<file path="src/rtl/jtframe_frame_check.sv">
// Frame checker on the pixel tap: counts frames, CRC-32/BZIP2 over visible pixels,
// reports active geometry and flags lines whose width differs from the frame's first line.
module jtframe_frame_check #(
  parameter int unsigned COLORW   = 4,
  parameter int unsigned CNTW     = 12,
  parameter int unsigned MAXFRAME = 0
)(
  input  logic              clk,
  input  logic              rst,
  input  logic              pxl_cen,
  input  logic              pxl_hb,
  input  logic              pxl_vb,
  input  logic [COLORW-1:0] red,
  input  logic [COLORW-1:0] green,
  input  logic [COLORW-1:0] blue,
  output logic [31:0]       frame_cnt,
  output logic [31:0]       frame_crc,
  output logic              crc_valid,
  output logic [CNTW-1:0]   act_w,
  output logic [CNTW-1:0]   act_h,
  output logic              geom_err,
  output logic              frames_done
);

  localparam int unsigned REP  = (8 + COLORW - 1) / COLORW;
  localparam int unsigned EXPW = REP * COLORW;
  localparam logic [31:0] CRC_INIT = 32'hFFFF_FFFF;
  localparam logic [31:0] CRC_POLY = 32'h04C1_1DB7;
  localparam logic [CNTW-1:0] CNT_MAX = '1;

  logic [31:0]     crc;
  logic [CNTW-1:0] line_px;
  logic [CNTW-1:0] line_cnt;
  logic [CNTW-1:0] ref_w;
  logic            first_seen;
  logic            prev_hb;
  logic            prev_vb;

  logic [EXPW-1:0] red_rep, green_rep, blue_rep;
  logic [23:0]     pix;
  logic [31:0]     crc_nxt;
  logic            active, hb_rise, vb_rise, line_close, width_bad;
  logic [CNTW-1:0] ref_w_nxt, line_cnt_nxt;

  // Shift 24 pixel bits into the CRC, MSB first
  function automatic logic [31:0] crc24(input logic [31:0] c, input logic [23:0] d);
    logic [31:0] r;
    r = c;
    for (int i = 23; i >= 0; i--) begin
      r = {r[30:0], 1'b0} ^ ((r[31] ^ d[i]) ? CRC_POLY : 32'h0);
    end
    return r;
  endfunction

  // Channel expansion by MSB-first repetition, then truncation to 8 bits
  always_comb begin
    red_rep   = {REP{red}};
    green_rep = {REP{green}};
    blue_rep  = {REP{blue}};
    pix       = {red_rep[EXPW-1 -: 8], green_rep[EXPW-1 -: 8], blue_rep[EXPW-1 -: 8]};
    crc_nxt   = crc24(crc, pix);
  end

  // A pending line is closed by an hb rise or, failing that, by the vb rise itself
  always_comb begin
    active       = pxl_cen & ~pxl_hb & ~pxl_vb;
    hb_rise      = pxl_cen & pxl_hb & ~prev_hb;
    vb_rise      = pxl_cen & pxl_vb & ~prev_vb;
    line_close   = (hb_rise | vb_rise) & (line_px != '0);
    ref_w_nxt    = ref_w;
    line_cnt_nxt = line_cnt;
    width_bad    = 1'b0;
    if (line_close) begin
      if (!first_seen) ref_w_nxt = line_px;
      else width_bad = (line_px != ref_w);
      if (line_cnt != CNT_MAX) line_cnt_nxt = line_cnt + CNTW'(1);
    end
  end

  always_ff @(posedge clk or posedge rst) begin
    if (rst) begin
      crc         <= CRC_INIT;
      line_px     <= '0;
      line_cnt    <= '0;
      ref_w       <= '0;
      first_seen  <= 1'b0;
      prev_hb     <= 1'b0;
      prev_vb     <= 1'b0;
      frame_cnt   <= '0;
      frame_crc   <= '0;
      crc_valid   <= 1'b0;
      act_w       <= '0;
      act_h       <= '0;
      geom_err    <= 1'b0;
      frames_done <= (MAXFRAME == 0);
    end else begin
      crc_valid <= 1'b0;
      if (pxl_cen) begin
        prev_hb <= pxl_hb;
        prev_vb <= pxl_vb;
      end
      if (active) begin
        crc <= crc_nxt;
        if (line_px != CNT_MAX) line_px <= line_px + CNTW'(1);
      end
      if (width_bad) geom_err <= 1'b1;
      if (line_close) line_px <= '0;
      if (vb_rise) begin
        frame_crc  <= crc ^ CRC_INIT;
        act_w      <= ref_w_nxt;
        act_h      <= line_cnt_nxt;
        frame_cnt  <= frame_cnt + 32'd1;
        crc_valid  <= 1'b1;
        if (frame_cnt + 32'd1 == 32'(MAXFRAME)) frames_done <= 1'b1;
        crc        <= CRC_INIT;
        line_cnt   <= '0;
        ref_w      <= '0;
        first_seen <= 1'b0;
      end else if (line_close) begin
        ref_w      <= ref_w_nxt;
        line_cnt   <= line_cnt_nxt;
        first_seen <= 1'b1;
      end
    end
  end

endmodule
</file>
<file path="config.mk">
export PLATFORM = sky130hd
export DESIGN_NAME = jtframe_frame_check
export DESIGN_NICKNAME = d
export VERILOG_FILES = /design/src/rtl/jtframe_frame_check.sv
export SDC_FILE = /design/constraint.sdc
export NUM_CORES = 1
export LEC_CHECK = 0
export CORE_ASPECT_RATIO = 1.4
export CORE_MARGIN = 2
export CORE_UTILIZATION = 60
export CTS_CLUSTER_SIZE = 20
export DETAILED_ROUTE_END_ITERATION = 8
export PLACE_DENSITY = 0.82
export SETUP_SLACK_MARGIN = 0.15
export SLEW_MARGIN = 15
export SYNTH_ARGS = -nofsm -noshare
export SYNTH_HDL_FRONTEND = slang
export SYNTH_SLANG_ARGS = --single-unit
</file>
<file path="constraint.sdc">
create_clock -name clk -period 17.25 [get_ports clk]
set_input_delay 4.3125 -clock clk [delete_from_list [all_inputs] [get_ports clk]]
set_output_delay 4.3125 -clock clk [all_outputs]
set_load 0.005 [all_outputs]
</file>
==> results of run 1 <==
==> layer usage <==
metal	up-vias	wire (microns)	GRT usage, %
met3	50	845	4.78
met1	3079	8200	34.3
met4	0	846	13.5
met5	-	0	0
li1	2891	-	-
met2	172	12200	53.6
==> final timing paths <==
check | start | to | cells after the start
setup / recovery | red[2] | crc[27]$_DFFE_PP1P_ | 8
hold / removal | geom_err$_DFFE_PP0P_ | geom_err$_DFFE_PP0P_ | 1
setup reg to reg | crc[30]$_DFFE_PP1P_ | crc[27]$_DFFE_PP1P_ | 7
hold reg to reg | geom_err$_DFFE_PP0P_ | geom_err$_DFFE_PP0P_ | 1
max in group asynchronous | rst | frame_crc[19]$_DFFE_PP0P_ | 3
min in group asynchronous | rst | frame_crc[3]$_DFFE_PP0P_ | 2
==> through the flow <==
| step | hold WS (ns) | utilization (%) | std cells | worst slack [ns] | instance area [sq um] |
|---|---|---|---|---|---|
| floorplan | 0.466 | - | 811 | 8.64 | 8960 |
| global placement | 0.454 | 70.2 | 1077 | 9.36 | 10200 |
| detailed placement | 0.455 | 70.2 | 1077 | 9.31 | 10200 |
| CTS | 0.469 | 74.2 | 1109 | 9.76 | 10800 |
| global route | 0.484 | 74.3 | 1109 | 9.58 | 10800 |
| finish | 0.467 | 74.3 | 1109 | 9.77 | 10800 |
==> sequential cells by signal, indices dropped and copies added, names as in the netlist <==
name	cells
prev_hb	1
frame_cnt	32
crc	32
crc_valid	1
first_seen	1
act_w	12
line_cnt	12
act_h	12
ref_w	12
geom_err	1
prev_vb	1
line_px	12
frame_crc	32
==> cell type report <==
class	count	area, sq um	area share (%)
clock buffer	18	439	4.08
sequential	161	4070	37.8
timing repair buffer	110	1090	10.1
multi-input combinational	606	4740	44.0
inverter	11	46.3	0.430
clock inverter	14	151	1.40
tap	189	236	2.19
==> cell families (layout without fill, tap and decap cells) <==
kind of cell / count (synthesis) / count (layout) / share of synthesized area [%]
xor gates and xnor gates: 246 / 246 / 32.6
other: 1 / 1 / 0.0418
AOI/OAI and AO/OA: 102 / 102 / 6.03
muxes: 17 / 17 / 1.90
buffers and inverters: 44 / 153 / 1.88
DFF: 161 / 161 / 45.4
and+or+nand+nor: 236 / 236 / 11.6
adders and majority gates: 4 / 4 / 0.558
==> cell usage in the layout (no fill, tap or decap), types with 3 or more instances in the layout <==
master / instances
buf_4: 4
nor4_1: 6
xnor3_2: 4
a21oi_1: 32
inv_6: 3
clkbuf_16: 17
inv_1: 9
nand2_1: 91
nor3_1: 3
or3_1: 3
o21ai_0: 62
nand3_1: 16
nand4_1: 16
clkinvlp_4: 3
xor3_1: 5
dfrtp_1: 129
and3_1: 10
xnor2_2: 9
clkdlybuf4s50_1: 106
xnor2_1: 136
mux2i_1: 17
nor2_1: 79
and4_1: 3
clkinv_4: 3
dfstp_2: 32
inv_8: 3
xor2_1: 51
o22a_1: 5
ha_1: 4
xnor3_1: 38
==> impl_metrics.py, run 1 <==
metrics = {
    "timing": {
        "drv_slew": 0,
        "final_hold_viol_count": 0,
        "rsz0062_at_grt": "no",
        "finalClockSkew_ns": 0.00843,
        "max_slew.worst_pin.slew_ns": 0.955,
        "tns_ns": 0,
        "fmax_mhz": 134,
        "period_share_pct": 43.4,
        "min_period_ns": 7.48,
        "slew_headroom_pct": 36.3,
        "setup_viol": 0,
    },
    "setup_path": {
        "cp.required_ns": 17.61,
        "path_max_fanout": 5,
        "worstPathArrival_ns": 7.83,
        "crit_family": "XOR/XNOR gates",
        "slowest_stage": "xnor3_1",
        "cp-end-kind": "flop",
        "cp_cell_sequence": "clkdlybuf4s50_1 -> xor2_1 -> xnor3_1 -> xnor3_1 -> xor3_1 -> xnor2_1 -> xnor3_1 -> o22a_1",
        "ff2ff_setup_slack_ns": 13.61,
        "crit_top_cell": "xnor3_1",
        "cpPeakStageDelay_ns": 0.64,
        "startpoint_type": "input pin",
        "crit_buf_inv": 1,
        "crit_type": "in2reg",
    },
    "drt": {
        "dr.first_iter.drc_count": 472,
        "drc": 0,
        "antenna_left": 0,
        "first_pass_iters": 5,
        "routed_wl_microns": 22100,
        "wl_per_cell_microns": 19.9,
        "vias": 6192,
        "vias_per_cell": 5.58,
    },
    "synthesis": {
        "synth_cells": 811,
        "yosys_warnings": 0,
        "synth_area_leaders": "dfrtp_1 36%, xnor2_1 13%, xnor3_1 9.5%, dfstp_2 9.4%, xor2_1 5.0%",
        "yosys.area.top_type_share_pct": 36.0,
        "syn_nets": 832,
        "async_flop_share_pct": 100,
        "synth_top_area_cell": "dfrtp_1",
        "synth_seq_cells": 161,
        "avgSynthCellArea_sq_um": 11.1,
        "synth-seq-area-share_pct": 45.4,
        "synth_most_common_cell": "xnor2_1",
        "synth_ff_type": "dfrtp_1",
        "syn_area_sq_um": 8960,
        "synth_commonest_cells": "136 x xnor2_1, 129 x dfrtp_1, 92 x nand2_1, 79 x nor2_1, 62 x o21ai_0",
        "yosysUniqueCellTypes": 38,
        "synth_enable_flop_cells": 0,
    },
    "clocking": {
        "clock-sinks": 161,
        "hold_buffers": 0,
        "insertion_delay_ns": 0.43,
        "cts_tree": "done",
        "cts-root-buf": "clkbuf_16",
        "cts_buffers": 17,
        "clk_path_buf_depth": 2,
        "htreeDepth": 4,
        "postCtsSetupBuffers": 0,
        "cts_resized": 0,
        "clk_pin_slew_worst_paths_ns": 0.07,
    },
    "min_path": {
        "hold_path.class": "reg2reg",
    },
    "placement": {
        "routabilityCongestion": 0.974,
        "port_buffers": 106,
        "dpl.hpwl_microns": 16200,
    },
    "die": {
        "dieArea_sq_um": 15900,
        "boundaryPins": 108,
        "dieHeight_microns": 149,
        "core_area_sq_um": 14500,
        "rows": 52,
        "start_util_pct": 61.8,
        "die_width_microns": 107,
    },
    "grt": {
        "antenna_found_initial": 0,
        "grt_pass1_vias": 6519,
        "grt_pass1_wl_microns": 35400,
        "grt_usage_pct": 29.7,
        "grt_max_degree": 115,
        "grt_overflow_total": 0,
    },
    "finish": {
        "n_fill_cell": 968,
        "antenna_cells": 0,
        "area_delta_synth_final_pct": 20.2,
        "final_layout_size_suffix_gt1_share_pct": 10.0,
        "nets": 928,
    },
    "run_status": {
        "status": "finished, final reports clean",
    },
    "job": {
        "cap_viol_max_count": 0,
    },
}
Power of run 1 is not shown: default switching activity piles up to over one toggle a cycle in this logic, so the estimate is an artifact.
==> run 2, diff against run 1 <==
- CORE_UTILIZATION: 60 -> 57
- PLACE_DENSITY: 0.82 -> 0.78
- clock period: 17.25 -> 7.2 ns (I/O delays scaled with it)
==> run 2 against run 1 <==
Effect of this change:
- non-clock buffer count rose by 1
- final area is 0.12% higher
- register-to-register slack got worse by 10 ns
- sequential share of layout area about the same
- clock skew is 0.0023 ns higher
- setup slack got worse by 7.6 ns
- hold slack improved by 0.0022 ns
- global-route usage fell by 3.4 points
- cell count increased by 0.72%
- critical path depth did not move
- utilization shrank 4.5 points
- critical path type unchanged
- critical endpoint unchanged
==> impl_metrics.py, run 2 (synthesized netlist as in run 1, its figures left out) <==
metrics = {
    "placement": {
        "dpl.hpwl_microns": 15300,
        "pre_cts_ws_ns": 1.77,
        "port_buffers": 106,
        "routabilityCongestion": 1.01,
    },
    "clocking": {
        "cts-root-buf": "clkbuf_16",
        "clk_path_buf_depth": 2,
        "insertion_delay_ns": 0.43,
        "clock-sinks": 161,
        "clk_pin_slew_worst_paths_ns": 0.06,
        "hold_buffers": 0,
        "htreeDepth": 4,
        "cts_resized": 0,
        "cts_buffers": 17,
        "postCtsSetupBuffers": 0,
        "cts_tree": "done",
    },
    "finish": {
        "final_layout_size_suffix_gt1_share_pct": 9.77,
        "area_delta_synth_final_pct": 20.3,
        "reg_top3": "crc (32), frame_cnt (32), frame_crc (32)",
        "nets": 929,
        "antenna_cells": 0,
        "layout_common_cells": "136 x xnor2_1, 129 x dfrtp_1, 106 x clkdlybuf4s50_1",
        "utilization_pct": 69.7,
        "final_common_cell": "xnor2_1",
    },
    "setup_path": {
        "cp-end-kind": "flop",
        "ff2ff_setup_slack_ns": 3.55,
        "crit_type": "in2reg",
        "cp.required_ns": 7.55,
        "regToRegStartpoint": "crc[30]$_DFFE_PP1P_",
        "path_max_fanout": 5,
        "r2r-end": "crc[27]$_DFFE_PP1P_",
        "startpoint_type": "input pin",
        "worstPathArrival_ns": 5.35,
        "reg2regPathDepth": 7,
    },
    "timing": {
        "drv_slew": 0,
        "slew_headroom_pct": 34.2,
        "final_hold_viol_count": 0,
        "setup_ws_ns": 2.20,
        "setup_viol": 0,
        "period_share_pct": 69.4,
        "max_slew.worst_pin.slew_ns": 0.987,
        "rsz0062_at_grt": "no",
        "min_period_ns": 5.00,
        "tns_ns": 0,
        "finalClockSkew_ns": 0.0107,
        "fmax_mhz": 200,
        "holdWs_ns": 0.469,
    },
    "die": {
        "dieArea_sq_um": 16800,
        "die_width_microns": 110,
        "core_area_sq_um": 15500,
        "boundaryPins": 108,
        "dieHeight_microns": 152,
        "start_util_pct": 57.9,
        "rows": 54,
    },
    "drt": {
        "first_pass_iters": 4,
        "dr.first_iter.drc_count": 354,
        "wl_per_cell_microns": 18.5,
        "vias_per_cell": 5.42,
        "drc": 0,
        "antenna_left": 0,
        "routed_wl_microns": 20700,
        "vias": 6054,
    },
    "min_path": {
        "whs_path_depth": 1,
        "hold_path.class": "reg2reg",
        "hp-start": "geom_err$_DFFE_PP0P_",
        "hold_path_end": "geom_err$_DFFE_PP0P_",
    },
    "job": {
        "cap_viol_max_count": 0,
    },
    "grt": {
        "antenna_found_initial": 0,
        "grt_usage_pct": 26.3,
        "grt_pass1_wl_microns": 32900,
        "grt_max_degree": 116,
        "grt_pass1_vias": 5982,
        "grt_overflow_total": 0,
    },
    "run_status": {
        "status": "finished, final reports clean",
    },
}
==> run 2: cell types whose count changed in the layout (fill, tap and decap cells not counted), sizes merged <==
| cell | change |
|---|---|
| clkinvlp | +2 |
| inv | -3 |
| clkbuf | +2 |
| bufinv | +1 |
| buf | +1 |
| clkinv | -2 |
==> run 2: how the worst max path moves through the flow <==
| stage | from | endpoint | slack (ns) | cells after the start |
|---|---|---|---|---|
| finish | red[2] | crc[27]$_DFFE_PP1P_ | 2.20 | 8 |
| global route | red[2] | crc[27]$_DFFE_PP1P_ | 2.05 | 8 |
| CTS | red[2] | crc[27]$_DFFE_PP1P_ | 2.19 | 8 |
| detailed placement | red[2] | crc[27]$_DFFE_PP1P_ | 1.77 | 8 |
| global placement | red[2] | crc[27]$_DFFE_PP1P_ | 1.77 | 8 |
| floorplan | rst | act_h[0]$_DFFE_PP0P_ | 1.10 | 1 |
==> run 2: metal layers <==
| layer | routed length, microns | GRT usage [%] | up-vias |
|---|---|---|---|
| met1 | 8150 | 32.2 | 2988 |
| met3 | 709 | 4.28 | 37 |
| li1 | - | - | 2896 |
| met5 | 0 | 0 | - |
| met2 | 11100 | 45.2 | 133 |
| met4 | 676 | 11.0 | 0 |
==> run 2: final cells by class <==
cell class	count	area (sq um)
repair buffers	111	1100
inverters	11	46.3
fillers	1158	4680
clock buffers	20	457
multi-input cells	606	4740
clock inverters	12	134
well taps	196	245
flip-flops and latches	161	4070
==> run 2: metrics by stage <==
| step | area (sq um) | instances |
|---|---|---|
| finish | 10800 | 1117 |
| global route | 10800 | 1117 |
| CTS | 10800 | 1117 |
| detailed placement | 10200 | 1085 |
| global placement | 10200 | 1085 |
| floorplan | 8960 | 811 |
==> run 2: critical path, stage by stage <==
cell	delay [ns]
clkdlybuf4s50_1	0.55
xor2_1	0.45
xnor3_1	0.65
xnor3_1	0.54
xor3_1	0.63
xnor2_1	0.30
xnor3_1	0.25
o22a_1	0.18
Power of run 2 is left out for the same reason.
==> run 3, diff against run 2 <==
- clock period: 7.2 -> 4.9 ns (I/O delays scaled with it)
==> run 3 against run 2 <==
Effect of this change:
- first-iteration DRC count shrank 12%
- final area is 1.6% higher
- via count grew 2.7%
- largest cell class unchanged
- critical path type unchanged
==> impl_metrics.py, run 3 (synthesized netlist as in run 1, its figures left out) <==
metrics = {
    "run_status": {
        "status": "finished, final reports clean",
    },
    "clocking": {
        "cts-root-buf": "clkbuf_16",
        "insertion_delay_ns": 0.43,
        "postCtsSetupBuffers": 0,
        "clk_pin_slew_worst_paths_ns": 0.07,
        "hold_buffers": 0,
        "cts_buffers": 17,
        "clock-sinks": 161,
        "cts_resized": 0,
        "cts_tree": "done",
        "htreeDepth": 4,
        "clk_path_buf_depth": 2,
    },
    "placement": {
        "port_buffers": 106,
        "dpl.hpwl_microns": 15900,
        "routabilityCongestion": 0.989,
    },
    "grt": {
        "antenna_found_initial": 0,
        "grt_overflow_total": 0,
        "grt_max_degree": 67,
        "grt_pass1_vias": 6451,
        "grt_pass1_wl_microns": 34400,
        "grt_usage_pct": 27.3,
    },
    "setup_path": {
        "worstPathArrival_ns": 4.56,
        "cp-end-kind": "flop",
        "startpoint": "red[1]",
        "cp.required_ns": 5.24,
        "startpoint_type": "input pin",
        "crit_type": "in2reg",
        "regToRegStartpoint": "crc[31]$_DFFE_PP1P_",
        "path_max_fanout": 6,
    },
    "finish": {
        "n_fill_cell": 1136,
        "final_common_cell": "xnor2_1",
        "layout_common_cells": "136 x xnor2_1, 129 x dfrtp_1, 106 x clkdlybuf4s50_1",
        "reg_top3": "crc (32), frame_cnt (32), frame_crc (32)",
        "area_delta_synth_final_pct": 22.2,
        "final_layout_size_suffix_gt1_share_pct": 11.5,
        "utilization_pct": 70.8,
        "nets": 947,
        "antenna_cells": 0,
    },
    "die": {
        "rows": 54,
        "die_width_microns": 110,
        "dieHeight_microns": 152,
        "core_area_sq_um": 15500,
        "start_util_pct": 57.9,
        "boundaryPins": 108,
        "dieArea_sq_um": 16800,
    },
    "drt": {
        "wl_per_cell_microns": 18.8,
        "first_pass_iters": 5,
        "antenna_left": 0,
        "vias_per_cell": 5.48,
        "vias": 6219,
        "routed_wl_microns": 21400,
        "dr.first_iter.drc_count": 313,
        "drc": 0,
    },
    "job": {
        "cap_viol_max_count": 0,
    },
    "min_path": {
        "hold_path.class": "reg2reg",
        "hp-start": "frame_cnt[31]$_DFFE_PP0P_",
    },
    "timing": {
        "setup_viol": 0,
        "drv_slew": 0,
        "finalClockSkew_ns": 0.0139,
        "fmax_mhz": 237,
        "tns_ns": 0,
        "min_period_ns": 4.21,
        "period_share_pct": 85.9,
        "max_slew.worst_pin.slew_ns": 0.937,
        "final_hold_viol_count": 0,
        "rsz0062_at_grt": "no",
        "slew_headroom_pct": 37.4,
    },
}
==> run 3: worst paths after layout <==
kind / endpoint / slack [ns] / depth (start not counted)
max in group asynchronous: crc[0]$_DFFE_PP1P_ / 2.64 / 3
max: crc[27]$_DFFE_PP1P_ / 0.69 / 8
min reg2reg: frame_cnt[31]$_DFFE_PP0P_ / 0.47 / 1
min in group asynchronous: frame_crc[8]$_DFFE_PP0P_ / 1.34 / 2
max reg2reg: crc[27]$_DFFE_PP1P_ / 1.40 / 8
min: frame_cnt[31]$_DFFE_PP0P_ / 0.47 / 1
==> run 3: per-layer routing <==
layer  GRT usage [%]  part of all wire (%)  wire [microns]  vias to the layer above
li1                -                     -               -                     2932
met1            32.7                    38            8180                     3069
met2            48.2                    54           11600                      170
met3            4.06                   3.9             831                       48
met4            11.0                   3.6             766                        0
met5               0                     0               0                        -
==> run 3: critical path: stages <==
cell             delay [ns]
clkdlybuf4s50_1        0.55
xnor2_4                0.40
xnor3_2                0.54
xor2_1                 0.38
xnor3_1                0.57
xnor2_2                0.30
xnor3_1                0.39
o22a_1                 0.20
==> run 3: cell type report <==
type	instances	area, sq um	share of cell area (%)
Tap cell	196	245	2.24
Timing Repair Buffer	129	1250	11.4
Clock inverter	13	169	1.54
Inverter	11	45.0	0.411
Sequential cell	161	4070	37.1
Clock buffer	19	443	4.04
Multi-Input combinational cell	606	4740	43.3
==> run 3: metrics by stage <==
stage               hold slack, ns  worst slack [ns]  area (sq um)  std cells
finish                       0.467             0.689         11000       1135
global route                 0.498             0.607         11000       1135
CTS                          0.476             0.725         11000       1135
detailed placement           0.464             0.284         10300       1103
global placement             0.460             0.325         10300       1103
floorplan                    0.466              1.02          8970        811
Power of run 3 is left out for the same reason.
